===== config.mk =====
export PLATFORM = sky130hd
export DESIGN_NAME = serial_addsub
export DESIGN_NICKNAME = d
export VERILOG_FILES = /design/src/rtl/serial_addsub.sv
export SDC_FILE = /design/constraint.sdc
export NUM_CORES = 1
export LEC_CHECK = 0
export CAP_MARGIN = 30
export CORE_MARGIN = 2
export CORE_UTILIZATION = 50
export CTS_BUF_LIST = sky130_fd_sc_hd__clkbuf_16
export DETAILED_ROUTE_END_ITERATION = 7
export PLACE_DENSITY = 0.85
export SYNTH_ARGS = -nofsm -noshare
export SYNTH_HDL_FRONTEND = slang
export SYNTH_SLANG_ARGS = --single-unit

===== constraint.sdc =====
create_clock -name clk -period 1.37 [get_ports clk]
set_input_delay 0.2055 -clock clk [delete_from_list [all_inputs] [get_ports clk]]
set_output_delay 0.2055 -clock clk [all_outputs]
set_load 0.02 [all_outputs]

===== src/rtl/serial_addsub.sv =====
// Bit-serial WIDTH-bit adder/subtractor, LSB-first, one full-adder cell plus a registered carry.
// Optional signed-overflow output `ovf` when SERIAL_ADDSUB_OVF_EN is defined.
module serial_addsub #(
    parameter int WIDTH = 8
) (
    input  logic             clk,
    input  logic             rst,
    input  logic             start,
    input  logic             sub,
    input  logic [WIDTH-1:0] a,
    input  logic [WIDTH-1:0] b,
    output logic             busy,
    output logic             done,
    output logic [WIDTH-1:0] result,
`ifdef SERIAL_ADDSUB_OVF_EN
    output logic             ovf,
`endif
    output logic             cout
);

    localparam int CW = (WIDTH > 1) ? $clog2(WIDTH) : 1;
    localparam logic [CW-1:0] LAST = CW'(WIDTH - 1);

    typedef enum logic [1:0] {
        ST_IDLE = 2'd0,
        ST_RUN  = 2'd1,
        ST_DONE = 2'd2
    } state_t;

    state_t          state_q, state_d;
    logic [WIDTH-1:0] a_sr_q, a_sr_d;
    logic [WIDTH-1:0] b_sr_q, b_sr_d;
    logic [WIDTH-1:0] result_q, result_d;
    logic [CW-1:0]   cnt_q, cnt_d;
    logic            carry_q, carry_d;
    logic            cout_q, cout_d;
    logic            ovf_q, ovf_d;
    logic            sum_bit;
    logic            maj;

    // State and datapath registers
    always_ff @(posedge clk or posedge rst) begin
        if (rst) begin
            state_q  <= ST_IDLE;
            a_sr_q   <= '0;
            b_sr_q   <= '0;
            result_q <= '0;
            cnt_q    <= '0;
            carry_q  <= 1'b0;
            cout_q   <= 1'b0;
            ovf_q    <= 1'b0;
        end else begin
            state_q  <= state_d;
            a_sr_q   <= a_sr_d;
            b_sr_q   <= b_sr_d;
            result_q <= result_d;
            cnt_q    <= cnt_d;
            carry_q  <= carry_d;
            cout_q   <= cout_d;
            ovf_q    <= ovf_d;
        end
    end

    assign sum_bit = a_sr_q[0] ^ b_sr_q[0] ^ carry_q;
    assign maj     = (a_sr_q[0] & b_sr_q[0]) |
                     (a_sr_q[0] & carry_q) |
                     (b_sr_q[0] & carry_q);

    // Next-state logic
    always_comb begin
        state_d = state_q;
        unique case (state_q)
            ST_IDLE: if (start) state_d = ST_RUN;
            ST_RUN:  if (cnt_q == LAST) state_d = ST_DONE;
            ST_DONE: state_d = ST_IDLE;
            default: state_d = ST_IDLE;
        endcase
    end

    // Datapath updates follow the same state decode
    always_comb begin
        a_sr_d   = a_sr_q;
        b_sr_d   = b_sr_q;
        result_d = result_q;
        cnt_d    = cnt_q;
        carry_d  = carry_q;
        cout_d   = cout_q;
        ovf_d    = ovf_q;
        unique case (state_q)
            ST_IDLE: begin
                if (start) begin
                    a_sr_d   = a;
                    b_sr_d   = b ^ {WIDTH{sub}};
                    carry_d  = sub;
                    cnt_d    = '0;
                    result_d = '0;
                end
            end
            ST_RUN: begin
                carry_d  = maj;
                result_d = {sum_bit, result_q[WIDTH-1:1]};
                a_sr_d   = a_sr_q >> 1;
                b_sr_d   = b_sr_q >> 1;
                cnt_d    = cnt_q + 1'b1;
                if (cnt_q == LAST) begin
                    cout_d = maj;
                    // carry into MSB vs carry out of MSB
                    ovf_d  = carry_q ^ maj;
                end
            end
            default: ;
        endcase
    end

    // Outputs
    always_comb begin
        busy = (state_q != ST_IDLE);
        done = (state_q == ST_DONE);
    end

    assign result = result_q;
    assign cout   = cout_q;
`ifdef SERIAL_ADDSUB_OVF_EN
    assign ovf    = ovf_q;
`else
    logic unused_ovf;
    assign unused_ovf = ovf_q;
`endif

endmodule

==> impl_metrics.yaml, run 1 <==
synthesis:
  syn-cell-area_mm2: 0.00149
  synthArstFlopShare: 1.00
  yosys.cell_types.count: 29
  synth-edff-count: 0
  synth.top_cell.area_share: 0.522
  synth_commonest_cells: "dfrtp_1 (31), nand2_1 (11), a22o_1 (9), o21ai_0 (8), xor2_1 (8)"
  yosys_register_bits: 31
  ys_warn_count: 0
  yosysSeqAreaShare: 0.522
  synth.net_count: 145
  synth_largest_area_cell: "dfrtp_1"
  syn_avg_cell_area_um2: 12.2
  synthCells: 122
  synth_most_common_cell: "dfrtp_1"
  ys.flop_type: "dfrtp_1"
  synth_area_leaders: "dfrtp_1 (52%), a22o_1 (5.3%), a221o_1 (4.7%)"
routing:
  wl_um: 3320
  wire_per_inst_um: 16.9
  vias_per_cell: 5.66
  postRouteAntennaNets: 0
  drt_iter0_drc: 41
  vias: 1115
  firstDrtPassIters: 4
  drc: 0
final_layout:
  fin_cells: 197
  seq_area_um2: 776
  diodes: 0
  multi_input_area_um2: 627
  area_growth_pct: 37.0
  layout.nets: 188
  fill_cells: 202
  drive_above_1_share: 0.211
sta:
  clock.fmax_ghz: 0.726
  skew_ns: 0.00612
  finalHoldViolCount: 0
  setup_viol: 1
  maxSlewHeadroom: 0.793
  setup_slack_ns: -0.00830
  period_minus_slack_ns: 1.38
  rsz0062_at_grt: "true"
  finalMaxSlewViolations: 0
  min_period_over_period: 1.01
  worst_pin_slew_ns: 0.308
die:
  fp.dieH_um: 58.5
  ioPinCount: 31
  initial_utilization: 0.534
  dieWidth_um: 58.5
  core_area_mm2: 0.00278
  fp.dieArea_mm2: 0.00343
  rows: 19
clock_network:
  cts_tree: "built"
  cts_num_sinks: 31
  cts_root_buf: "clkbuf_16"
  clock_path_buffers: 2
  htree_levels: 2
  cts_buffers: 5
  cts.reportedPaths.clkPinSlew_ns: 0.05
  clock_latency_ns: 0.28
setup_path:
  critical_path.cell_chain: "or2_2 > buf_2"
  critPathTopFamily: "flip-flops"
  worstSetupPathType: "reg2out"
  cp-end-kind: "primary output"
  cp_max_fo: 5
  cp_data_arrival_time_ns: 1.17
  slowest_stage: "dfrtp_1"
  crit_required_ns: 1.16
  critPathMaxStageDelay_ns: 0.42
  crit_buf_inv: 1
  start_kind: "flip-flop"
placed_design:
  dp_cells: 185
  dp_hpwl_um: 2190
  gp_congestion: 0.780
  place.port_buffers: 30
  dp_slack_ns: -0.201
global_route:
  grt_usage: 0.220
  grt_util_met3: 0.0923
  grt_pass1_vias: 1157
  grt_pass1_wl_um: 5520
  met1_usage: 0.293
  use_met2: 0.318
  grt_max_degree: 32
  grt_busiest_layer: "met2"
  antenna_found_initial: 0
  grt_overflow: 0
run:
  max-cap-violations: 0
hold_path:
  hp-class: "in2async"
power:
  power_density_mw_per_mm2: 2220
  leakage_nw: 0.979
  ir_drop_v: 0.00169
outcome:
  status: "finished with violations"
  violations: "setup timing"
metrics by stage:
step | power (mW) | hold slack, ns | setup TNS [ns] | area (um2) | util
floorplan | 2.72 | 0.309 | 0 | 1490 | -
global placement | 3.18 | 0.462 | -1.23 | 1850 | 0.664
detailed placement | 3.29 | 0.475 | -1.89 | 1850 | 0.664
CTS | 4.46 | 0.276 | -0.0136 | 2010 | 0.721
global route | 4.81 | 0.301 | -0.131 | 2040 | 0.732
finish | 4.52 | 0.268 | -0.00830 | 2040 | 0.732
sequential cells by signal, indices dropped and copies added (netlist names):
signal   cells
a_sr_q       8
b_sr_q       8
result       8
cnt_q        3
state_q      2
carry_q      1
cout         1
repair_timing:
action | in CTS | in global routing
hold buffers | 0 | 0
endpoints found under the hold margin | 0 | 0
resized for setup | 20 | 4
pin swaps | 0 | 5
gates cloned | 0 | 1
buffers inserted | 0 | 3
endpoints found under the setup margin | 21 | 10
final cells by class:
type / count / area share
Clock buffer: 5 / 0.0615
Inverter: 4 / 0.00738
Clock inverter: 3 / 0.0191
Tap cell: 31 / 0.0191
Sequential cell: 31 / 0.381
Multi-Input combinational cell: 78 / 0.308
Timing Repair Buffer: 45 / 0.204
worst paths after layout:
kind	slack, ns	endpoint	from	cells after the start
min in group clk	0.49	result[0]	result[0]	1
hold / removal	0.27	cnt_q[1]	rst	3
setup / recovery	-0.008	busy	state_q[1]	2
setup reg to reg	0.03	b_sr_q[0]	state_q[1]	4
max in group asynchronous	0.92	cout	rst	3
hold reg to reg	0.49	result[0]	result[0]	1
kinds of logic after synthesis:
group / after synthesis / share of synthesized area
buffers and inverters: 13 / 0.0606
AO/OA/AOI/OAI: 40 / 0.222
AND/OR/NAND/NOR: 27 / 0.118
XOR/XNOR: 8 / 0.0471
adder cells (fa/ha/maj): 3 / 0.0303
flip-flops: 31 / 0.522
where the power goes:
group / internal, mW / total [mW] / switching, mW
clock: 0.846 / 1.24 / 0.395
combinational: 0.860 / 1.73 / 0.869
sequential: 1.30 / 1.55 / 0.248
total: 3.01 / 4.52 / 1.51
routing by layer:
layer  share of wire  routed length (um)
met1            0.45                1510
met2            0.48                1580
met3           0.051                 170
met4           0.019                  64
met5               0                   0
cell usage in the layout (no fill, tap or decap), types with 3 or more instances in the layout:
cell              n
dfrtp_1          31
and3b_1           6
nand2_1          11
a21oi_1           3
buf_6             3
a22o_1            9
clkbuf_16         5
a22oi_1           7
o21ai_0           8
inv_1             4
buf_4            11
dlygate4sd2_1     9
a221o_1           7
clkdlybuf4s50_1  19
xor2_1            8
worst reg2reg max path, cell delays in order, from the launching register on:
cell and delay (ns):
dfrtp_1 0.42, buf_6 0.14, o21bai_4 0.18, buf_6 0.14, a221o_1 0.35
Note: power is estimated with default switching activity, not from simulation.
==> run 2, diff against run 1 <==
Settings changed: CTS_CLUSTER_SIZE set to 16.
==> results of run 2 <==
Same layout as run 1: the final DEF is identical, and so are final timing and power.
